<file path="src/rtl/setup_ctrl.sv">
`default_nettype none
// ============================================================================
//  Module      : setup_ctrl
//  Description : Arbitration between the operational and setup blocks of the
//                lock. A master-password submission (digit 0xB as the newest
//                nibble) that matches the stored master opens a setup session.
//                Keypad strobes, display data and the active configuration are
//                routed according to the session state. Setup sessions end by
//                commit (new cfg latched) or by inactivity timeout (abort).
//
//  Optional feature macro : SETUP_CTRL_LOCKOUT_EN
//      defined   -> wrong master submissions are counted; MAX_FAIL in a row
//                   lock the controller for LOCK_CYCLES cycles.
//      undefined -> wrong master submissions are consumed and ignored.
//
//  Ports
//      clk, rst               : clock, synchronous active-high reset
//      digitos_value[79:0]    : keypad buffer, nibble 0 ([3:0]) is newest
//      digitos_valid          : keypad strobe
//      bcd_op/bcd_setup[31:0] : display data from operational / setup block
//      setup_display_en       : display enable from setup block
//      data_setup_new[416:0]  : new configuration from setup block
//      data_setup_ok          : commit strobe from setup block
//      setup_on               : setup-entry request (2 cycles)
//      setup_abort            : one-cycle reset pulse to the setup block
//      setup_digitos_valid    : keypad strobe routed to setup block
//      op_digitos_valid       : keypad strobe routed to operational block
//      bcd_out[31:0], display_en : muxed display
//      cfg[416:0]             : active configuration
//      in_setup, lockout      : status
//
//  Configuration word layout (cfg / data_setup_new)
//      [416]     bip_status
//      [415:408] bip_time
//      [407:400] tranca_aut_time
//      [399:320] senha_4   [319:240] senha_3
//      [239:160] senha_2   [159:80]  senha_1
//      [79:0]    senha_master (20 nibbles, [3:0] is digits[0])
//
//  Revision    : 1.0 - initial release
// ============================================================================
module setup_ctrl #(
    parameter int TIMEOUT_CYCLES = 10000,
    parameter int MAX_FAIL       = 3,
    parameter int LOCK_CYCLES    = 30000
) (
    input  logic         clk,
    input  logic         rst,
    input  logic [79:0]  digitos_value,
    input  logic         digitos_valid,
    input  logic [31:0]  bcd_op,
    input  logic [31:0]  bcd_setup,
    input  logic         setup_display_en,
    input  logic [416:0] data_setup_new,
    input  logic         data_setup_ok,
    output logic         setup_on,
    output logic         setup_abort,
    output logic         setup_digitos_valid,
    output logic         op_digitos_valid,
    output logic [31:0]  bcd_out,
    output logic         display_en,
    output logic [416:0] cfg,
    output logic         in_setup,
    output logic         lockout
);

    // ------------------------------------------------------------------
    // State encoding
    // ------------------------------------------------------------------
    localparam logic [2:0] c_OPER    = 3'd0;
    localparam logic [2:0] c_ARM     = 3'd1;
    localparam logic [2:0] c_SETUP   = 3'd2;
    localparam logic [2:0] c_COMMIT  = 3'd3;
    localparam logic [2:0] c_LOCKOUT = 3'd4;

    localparam logic [416:0] c_CFG_RESET = {1'b1, 8'd5, 8'd5, {320{1'b1}},
                                            {64{1'b1}}, 16'h1234};

    // One shared timer serves ARM, SETUP inactivity and LOCKOUT.
`ifdef SETUP_CTRL_LOCKOUT_EN
    localparam int c_tmr_max = (TIMEOUT_CYCLES > LOCK_CYCLES) ? TIMEOUT_CYCLES : LOCK_CYCLES;
`else
    localparam int c_tmr_max = TIMEOUT_CYCLES;
`endif
    localparam int c_tmr_w = (c_tmr_max < 2) ? 1 : $clog2(c_tmr_max);

    localparam logic [c_tmr_w-1:0] c_timeout_last = c_tmr_w'(TIMEOUT_CYCLES - 1);
    localparam logic [c_tmr_w-1:0] c_arm_last     = c_tmr_w'(1);

    logic [2:0]         r_state;
    logic [2:0]         w_next_state;
    logic [c_tmr_w-1:0] r_timer;
    logic [416:0]       r_cfg;
    logic [416:0]       r_pending;

    logic w_submit;
    logic w_match;
    logic w_timeout;
    logic w_fail_limit;

    assign w_submit  = digitos_valid && (digitos_value[3:0] == 4'hB);
    // The '#' nibble is dropped and the buffer is aligned to the stored master.
    assign w_match   = ({4'hF, digitos_value[79:4]} == r_cfg[79:0]);
    // A keypress in the expiry cycle still counts as activity.
    assign w_timeout = (r_timer == c_timeout_last) && !digitos_valid;

`ifdef SETUP_CTRL_LOCKOUT_EN
    localparam int c_fail_w = (MAX_FAIL < 1) ? 1 : $clog2(MAX_FAIL + 1);
    localparam logic [c_fail_w-1:0]  c_fail_max  = c_fail_w'(MAX_FAIL);
    localparam logic [c_fail_w-1:0]  c_fail_last = c_fail_w'(MAX_FAIL - 1);
    localparam logic [c_tmr_w-1:0]   c_lock_last = c_tmr_w'(LOCK_CYCLES - 1);

    logic [c_fail_w-1:0] r_fail_cnt;

    assign w_fail_limit = (r_fail_cnt == c_fail_last);

    always_ff @(posedge clk) begin
        if (rst) begin
            r_fail_cnt <= '0;
        end else if (r_state == c_OPER && w_submit) begin
            if (w_match) begin
                r_fail_cnt <= '0;
            end else if (r_fail_cnt != c_fail_max) begin
                r_fail_cnt <= r_fail_cnt + c_fail_w'(1);
            end
        end else if (r_state == c_LOCKOUT && w_next_state == c_OPER) begin
            r_fail_cnt <= '0;
        end
    end
`else
    // Lockout parameters have no effect in this build.
    logic w_unused_params;
    assign w_unused_params = (MAX_FAIL == 0) || (LOCK_CYCLES == 0);
    assign w_fail_limit    = 1'b0;
`endif

    // ------------------------------------------------------------------
    // State register, timer and configuration storage
    // ------------------------------------------------------------------
    always_ff @(posedge clk) begin
        if (rst) begin
            r_state   <= c_OPER;
            r_timer   <= '0;
            r_cfg     <= c_CFG_RESET;
            r_pending <= c_CFG_RESET;
        end else begin
            r_state <= w_next_state;

            if (w_next_state != r_state) begin
                r_timer <= '0;
            end else if (r_state == c_ARM || r_state == c_LOCKOUT ||
                         (r_state == c_SETUP && !digitos_valid)) begin
                r_timer <= r_timer + c_tmr_w'(1);
            end else begin
                r_timer <= '0;
            end

            // Capture at the commit strobe so the setup block need not hold it.
            if (r_state == c_SETUP && data_setup_ok) begin
                r_pending <= data_setup_new;
            end
            if (r_state == c_COMMIT) begin
                r_cfg <= r_pending;
            end
        end
    end

    // ------------------------------------------------------------------
    // Next-state logic
    // ------------------------------------------------------------------
    always_comb begin
        w_next_state = r_state;
        case (r_state)
            c_OPER: begin
                if (w_submit) begin
                    if (w_match) begin
                        w_next_state = c_ARM;
                    end else if (w_fail_limit) begin
                        w_next_state = c_LOCKOUT;
                    end
                end
            end
            c_ARM: begin
                if (r_timer == c_arm_last) begin
                    w_next_state = c_SETUP;
                end
            end
            c_SETUP: begin
                // Commit has priority over a simultaneous timeout.
                if (data_setup_ok) begin
                    w_next_state = c_COMMIT;
                end else if (w_timeout) begin
                    w_next_state = c_OPER;
                end
            end
            c_COMMIT: begin
                w_next_state = c_OPER;
            end
            c_LOCKOUT: begin
`ifdef SETUP_CTRL_LOCKOUT_EN
                if (r_timer == c_lock_last) begin
                    w_next_state = c_OPER;
                end
`else
                w_next_state = c_OPER;
`endif
            end
            default: begin
                w_next_state = c_OPER;
            end
        endcase
    end

    // ------------------------------------------------------------------
    // Output logic
    // ------------------------------------------------------------------
    always_comb begin
        setup_on            = 1'b0;
        setup_abort         = 1'b0;
        setup_digitos_valid = 1'b0;
        op_digitos_valid    = 1'b0;
        in_setup            = 1'b0;
        lockout             = 1'b0;
        bcd_out             = bcd_op;
        display_en          = 1'b1;
        case (r_state)
            c_OPER: begin
                op_digitos_valid = digitos_valid && !w_submit;
            end
            c_ARM: begin
                setup_on   = 1'b1;
                in_setup   = 1'b1;
                bcd_out    = bcd_setup;
                display_en = setup_display_en;
            end
            c_SETUP: begin
                in_setup            = 1'b1;
                setup_digitos_valid = digitos_valid;
                setup_abort         = w_timeout && !data_setup_ok;
                bcd_out             = bcd_setup;
                display_en          = setup_display_en;
            end
            c_LOCKOUT: begin
`ifdef SETUP_CTRL_LOCKOUT_EN
                lockout = 1'b1;
`endif
            end
            default: begin
            end
        endcase
    end

    assign cfg = r_cfg;

endmodule
`default_nettype wire

</file>
<file path="config.mk">
export PLATFORM = sky130hd
export DESIGN_NAME = setup_ctrl
export DESIGN_NICKNAME = d
export VERILOG_FILES = /design/src/rtl/setup_ctrl.sv
export SDC_FILE = /design/constraint.sdc
export NUM_CORES = 2
export LEC_CHECK = 0
export ABC_AREA = 1
export BUFFER_PORTS_ARGS = -buffer_cell sky130_fd_sc_hd__buf_2
export CAP_MARGIN = 20
export CORE_AREA = 4 4 392 394
export CTS_CLUSTER_SIZE = 25
export DETAILED_ROUTE_END_ITERATION = 8
export DIE_AREA = 0 0 396 398
export HOLD_SLACK_MARGIN = 0.03
export PLACE_DENSITY = 0.52
export SYNTH_ARGS = -nofsm -noshare
export SYNTH_HDL_FRONTEND = slang
export SYNTH_SLANG_ARGS = --single-unit
</file>
<file path="constraint.sdc">
create_clock -name clk -period 3 [get_ports clk]
set_input_delay 0.6 -clock clk [delete_from_list [all_inputs] [get_ports clk]]
set_output_delay 0.6 -clock clk [all_outputs]
set_load 0.005 [all_outputs]
</file>
# Yosys cells after proc, flatten, opt, wreduce, memory -nomap -nowiden
# Cells that the tools add are included.
# op_classes
n_mul	0
addsub	1
reduce_logical	14
magnitude_cmp	0
bitwise	1
div	0
shifts	0
n_mux	13
n_eq_ne	9
# ops
op	count
80-bit equality test	1
32-bit two-way mux	1
3-bit two-way mux	5
14-bit by 1-bit adder with 14-bit output, second input constant	1
14-bit by 1-bit equality test with 1-bit output, second input constant	1
14-bit equality test, second input constant	1
3-bit one-hot mux with 3 select lines	1
3-bit by 2-bit equality test with 1-bit output, second input constant	2
1-bit logical AND	6
1-bit two-way mux	6
4-bit equality test, second input constant	1
3-bit by 1-bit equality test with 1-bit output, second input constant	1
3-bit equality test, second input constant	1
1-bit logical NOT	3
3-bit logical NOT	1
3-bit inequality test	1
3-bit OR reduction	1
1-bit logical OR	2
2-bit OR reduction	1
1-bit NOT	1
# word_totals
inputBits	566
n_memories	0
wordCells	42
regBits	851
latchBits	0
rom_bits	0
ramBits	0

# Depth between registers and ports, before layout
# logic_depth
word_depth	7
depth_mapped	14
depth_no_buf	13

# Least setup slack after synthesis
# Ideal clock, no wire load.
# synth_timing
path_type	reg2out
startpoint	reg r_state[1]
endpoint	out bcd_out[23]
stages_incl_launch_ff	6
n_path_buf	1
slack_ns	1.003
arrival_ns	1.397
path_cell_list	dfxtp_1 > nor3_2 > inv_1 > nand2_1 > buf_4 > mux2_2
# synth_via
elab_chain_len	3
word_cells_on_any_way	4
# synth_rtl
item	line_no	text
from (decl)	90	logic [2:0] r_state;
from (signal assigned)	142	r_state <= c_OPER;
from (signal assigned)	147	r_state <= w_next_state;
3-bit by 1-bit equality test with 1-bit output / 3-bit by 2-bit equality test with 1-bit output (equally long branches)	226	case (r_state)
2-bit OR reduction (no line) (*)	--	
32-bit two-way mux (*)	226	
to (decl)	60	output logic [31:0] bcd_out,
# Every way passes the cells marked *; elsewhere a longest branch is shown, timed or not.

# Final worst setup path
# layout_timing
startpoint	reg r_state[0]
endpoint	out bcd_out[10]
# The elaborated chain is that of the path after synthesis.

==> run summary <==
# DRC: 0
Syn_area_per_cell: 7.620 µm²
Synth cell types: 27
Initial Util: 20.80%
Pre-CTS WS: 0.3141 ns
Kind of critical path: flop to primary output
Share of cells above drive strength 1: 25.16%
GRT Resource Usage Total: 15.45%
Max-Cap Viols: 0
Sequential area share after synthesis: 54.68%
Core box area: 149800 µm²
Drt pass-1 iters: 6
Root Driver: clkbuf_16
Slack of the worst reg-to-reg path: 0.58 ns
Worst Path Buf+Inv: 4
Via count: 30830
Unrepaired setup endpoints after global routing: false
Width of the die: 396 µm
Fin. max-slew vios: 0
Top cell type's share of synthesized area: 54.68%
Worst skew pair latency: 0.71 ns
Crit end category: primary output
DRT antenna net count: 0
Top-count cell post-synth: nand2_1
CTS tree: done
Post-synth EDFFs: 0
CP startpoint: r_state[0]$_SDFF_PP0_
CP required: 2.40 ns
YS warnings: 0
Total CTS buffers: 97
H-tree depth: 3
VDD IR max: 422.8 µV
Post-Route WL: 128.4 mm
Yosys reg bits: 851
Outcome: complete, no violations
CP cell instances: inv_2 > nor3_4 > inv_1 > nand2_4 > buf_12 > mux2_2 > buf_2
Synth async-reset ratio: 0%
Gate count of the mapped netlist: 4089
Max Clk Rate: 350.2 MHz
Crit path arrival time: 2.26 ns
Max_slew headroom: 25.15%
Power per cell area: 569.0 nW/µm²
Dpl hpwl: 93.32 mm
Post-synth top area cell: dfxtp_1
FF-to-FF path depth: 13
Initial antenna violation count: 24
Largest net degree at the start of global routing: 161
WP depth: 7
Final RePlAce weighted congestion: 1.022
GR Overflow Total: 0
Setup Viol. Count Final: 0
Vias per inst: 4.240
Vias in the first global route: 29630
Setup clock skew after layout: 0.05590 ns
Die height: 398 µm
CP Max Fanout: 17
Netlist Area Pre-Place: 31160 µm²
Clk sinks: 851
Top_reg_cell synth: dfxtp_1
Clk pin slew, worst setup/hold paths: 0.06 ns
Lkg Pwr: 21.17 nW
Worst path max stage delay: 0.39 ns
Setup TNS: 0 ns
Worst setup SP type: flop
Port bufs: 1020
Hold Path Class: input pin to flop
Fin. Hold Viols: 0
Top cells by area, synth: dfxtp_1, nand2_1, nand3_1
Fin crit share: 95.19%
Clock Path Buffers: 3
Die area: 157600 µm²
First-pass GRT wire length: 188.2 mm
Final WS setup: 0.1444 ns
FP Rows: 142
Commonest cells post-synth: nand2_1, dfxtp_1, nand3_1
Reg2reg start: cfg[54]$_SDFFE_PP1N_
Fin crit period: 2.856 ns
Worst Tran Pin Value: 1.123 ns
Initial DRC count: 2168
RR Endpoint: r_timer[0]$_SDFF_PP0_
Drt wl/cell: 17.65 µm
Layout area overhead: 39.23%
Top delay family on crit path: buffers and inverters
Slowest cell on the critical path: mux2_2
Crit path to: bcd_out[10]
Nets: 5730
I/O Pins: 1022
[worst min-delay path, delay by kind of cell]
family	cells	cell delay, ns
AND/OR/NAND/NOR	2	0.09
buffers and inverters	1	0.07
[worst min path at each step]
stage | startpoint | to | slack, ns | cells past startpoint
final | data_setup_new[304] | r_pending[304]$_SDFFE_PP1P_ | 0.12 | 3
after global routing | data_setup_new[304] | r_pending[304]$_SDFFE_PP1P_ | 0.04 | 3
after CTS | data_setup_new[322] | r_pending[322]$_SDFFE_PP1P_ | 0.03 | 3
after detailed placement | r_pending[360]$_SDFFE_PP1P_ | cfg[360]$_SDFFE_PP1N_ | 0.44 | 2
after global placement | r_pending[330]$_SDFFE_PP1P_ | cfg[330]$_SDFFE_PP1N_ | 0.43 | 2
after floorplan | r_pending[100]$_SDFFE_PP1P_ | cfg[100]$_SDFFE_PP1N_ | 0.43 | 2
[placed cells by master (no fill, tap or decap), types with 25 or more instances in the layout]
cell type      synthesis  layout
dfxtp_1              851     849
o21ai_0               57      57
dlygate4sd3_1          0     148
nand2_1             1729    1727
inv_1                130     129
nand3_1              744     744
mux2_2                32      32
clkbuf_16              0      97
nor2_1               135     135
o211ai_1              54      54
buf_2                 86    1020
clkbuf_1             150      25
buf_4                 25      61
[registers in the layout, indices dropped and copies added (netlist names)]
register and flops:
r_timer 14, r_state 3, cfg 417, r_pending 417
[cell type report]
type                       instances  area [µm²]
antenna                           14       35.03
clock buffer                     146        2851
clock inverter                    33       543.0
fill                           16230      106400
inverter                         135       529.3
multi-input combinational       2823       12310
sequential                       851       17040
tap                             2016        2522
timing repair buffer            1254        7552
[per-stage QoR]
stage                     hold WS, ns  util (%)  power [mW]  cell area (µm²)  std cells
after floorplan                0.4292         -       11.80            31160       4090
after global placement         0.4347     25.64       12.40            38410       6928
after detailed placement       0.4392     25.64       12.39            38410       6928
after CTS                     0.03006     28.93       25.04            43330       7256
after global routing          0.04394     28.95       25.57            43360       7265
final                          0.1181     28.96       24.68            43380       7272
[repair_timing]
action,in CTS,in global routing
setup endpoints to repair,6,32
hold buffers,148,0
setup buffers,0,2
pin swaps,0,1
hold endpoints to repair,148,0
resized for setup,5,2
cloned,1,0
[where the power goes]
part	internal, mW	switching [mW]	total, mW
clock network	7.32	5.05	12.4
registers	11.3	0.00126	11.3
logic	0.496	0.515	1.01
[cells by family after synthesis]
logic type / share of synthesized area (%)
adders and majority gates: 0.08030
muxes: 1.157
buffers and inverters: 5.947
AOI/OAI and AO/OA: 2.425
xor gates and xnor gates: 0.6465
and+or+nand+nor: 35.05
DFF: 54.68
other: 0.01204
[routing by layer]
metal	GRT usage, %	wire [µm]	up-vias
li1	-	-	15160
met1	19.46	54570	14410
met2	24.73	58470	1058
met3	5.581	11730	186
met4	4.566	3505	16
met5	0	92	-
Power figures use the tool's default switching activity.
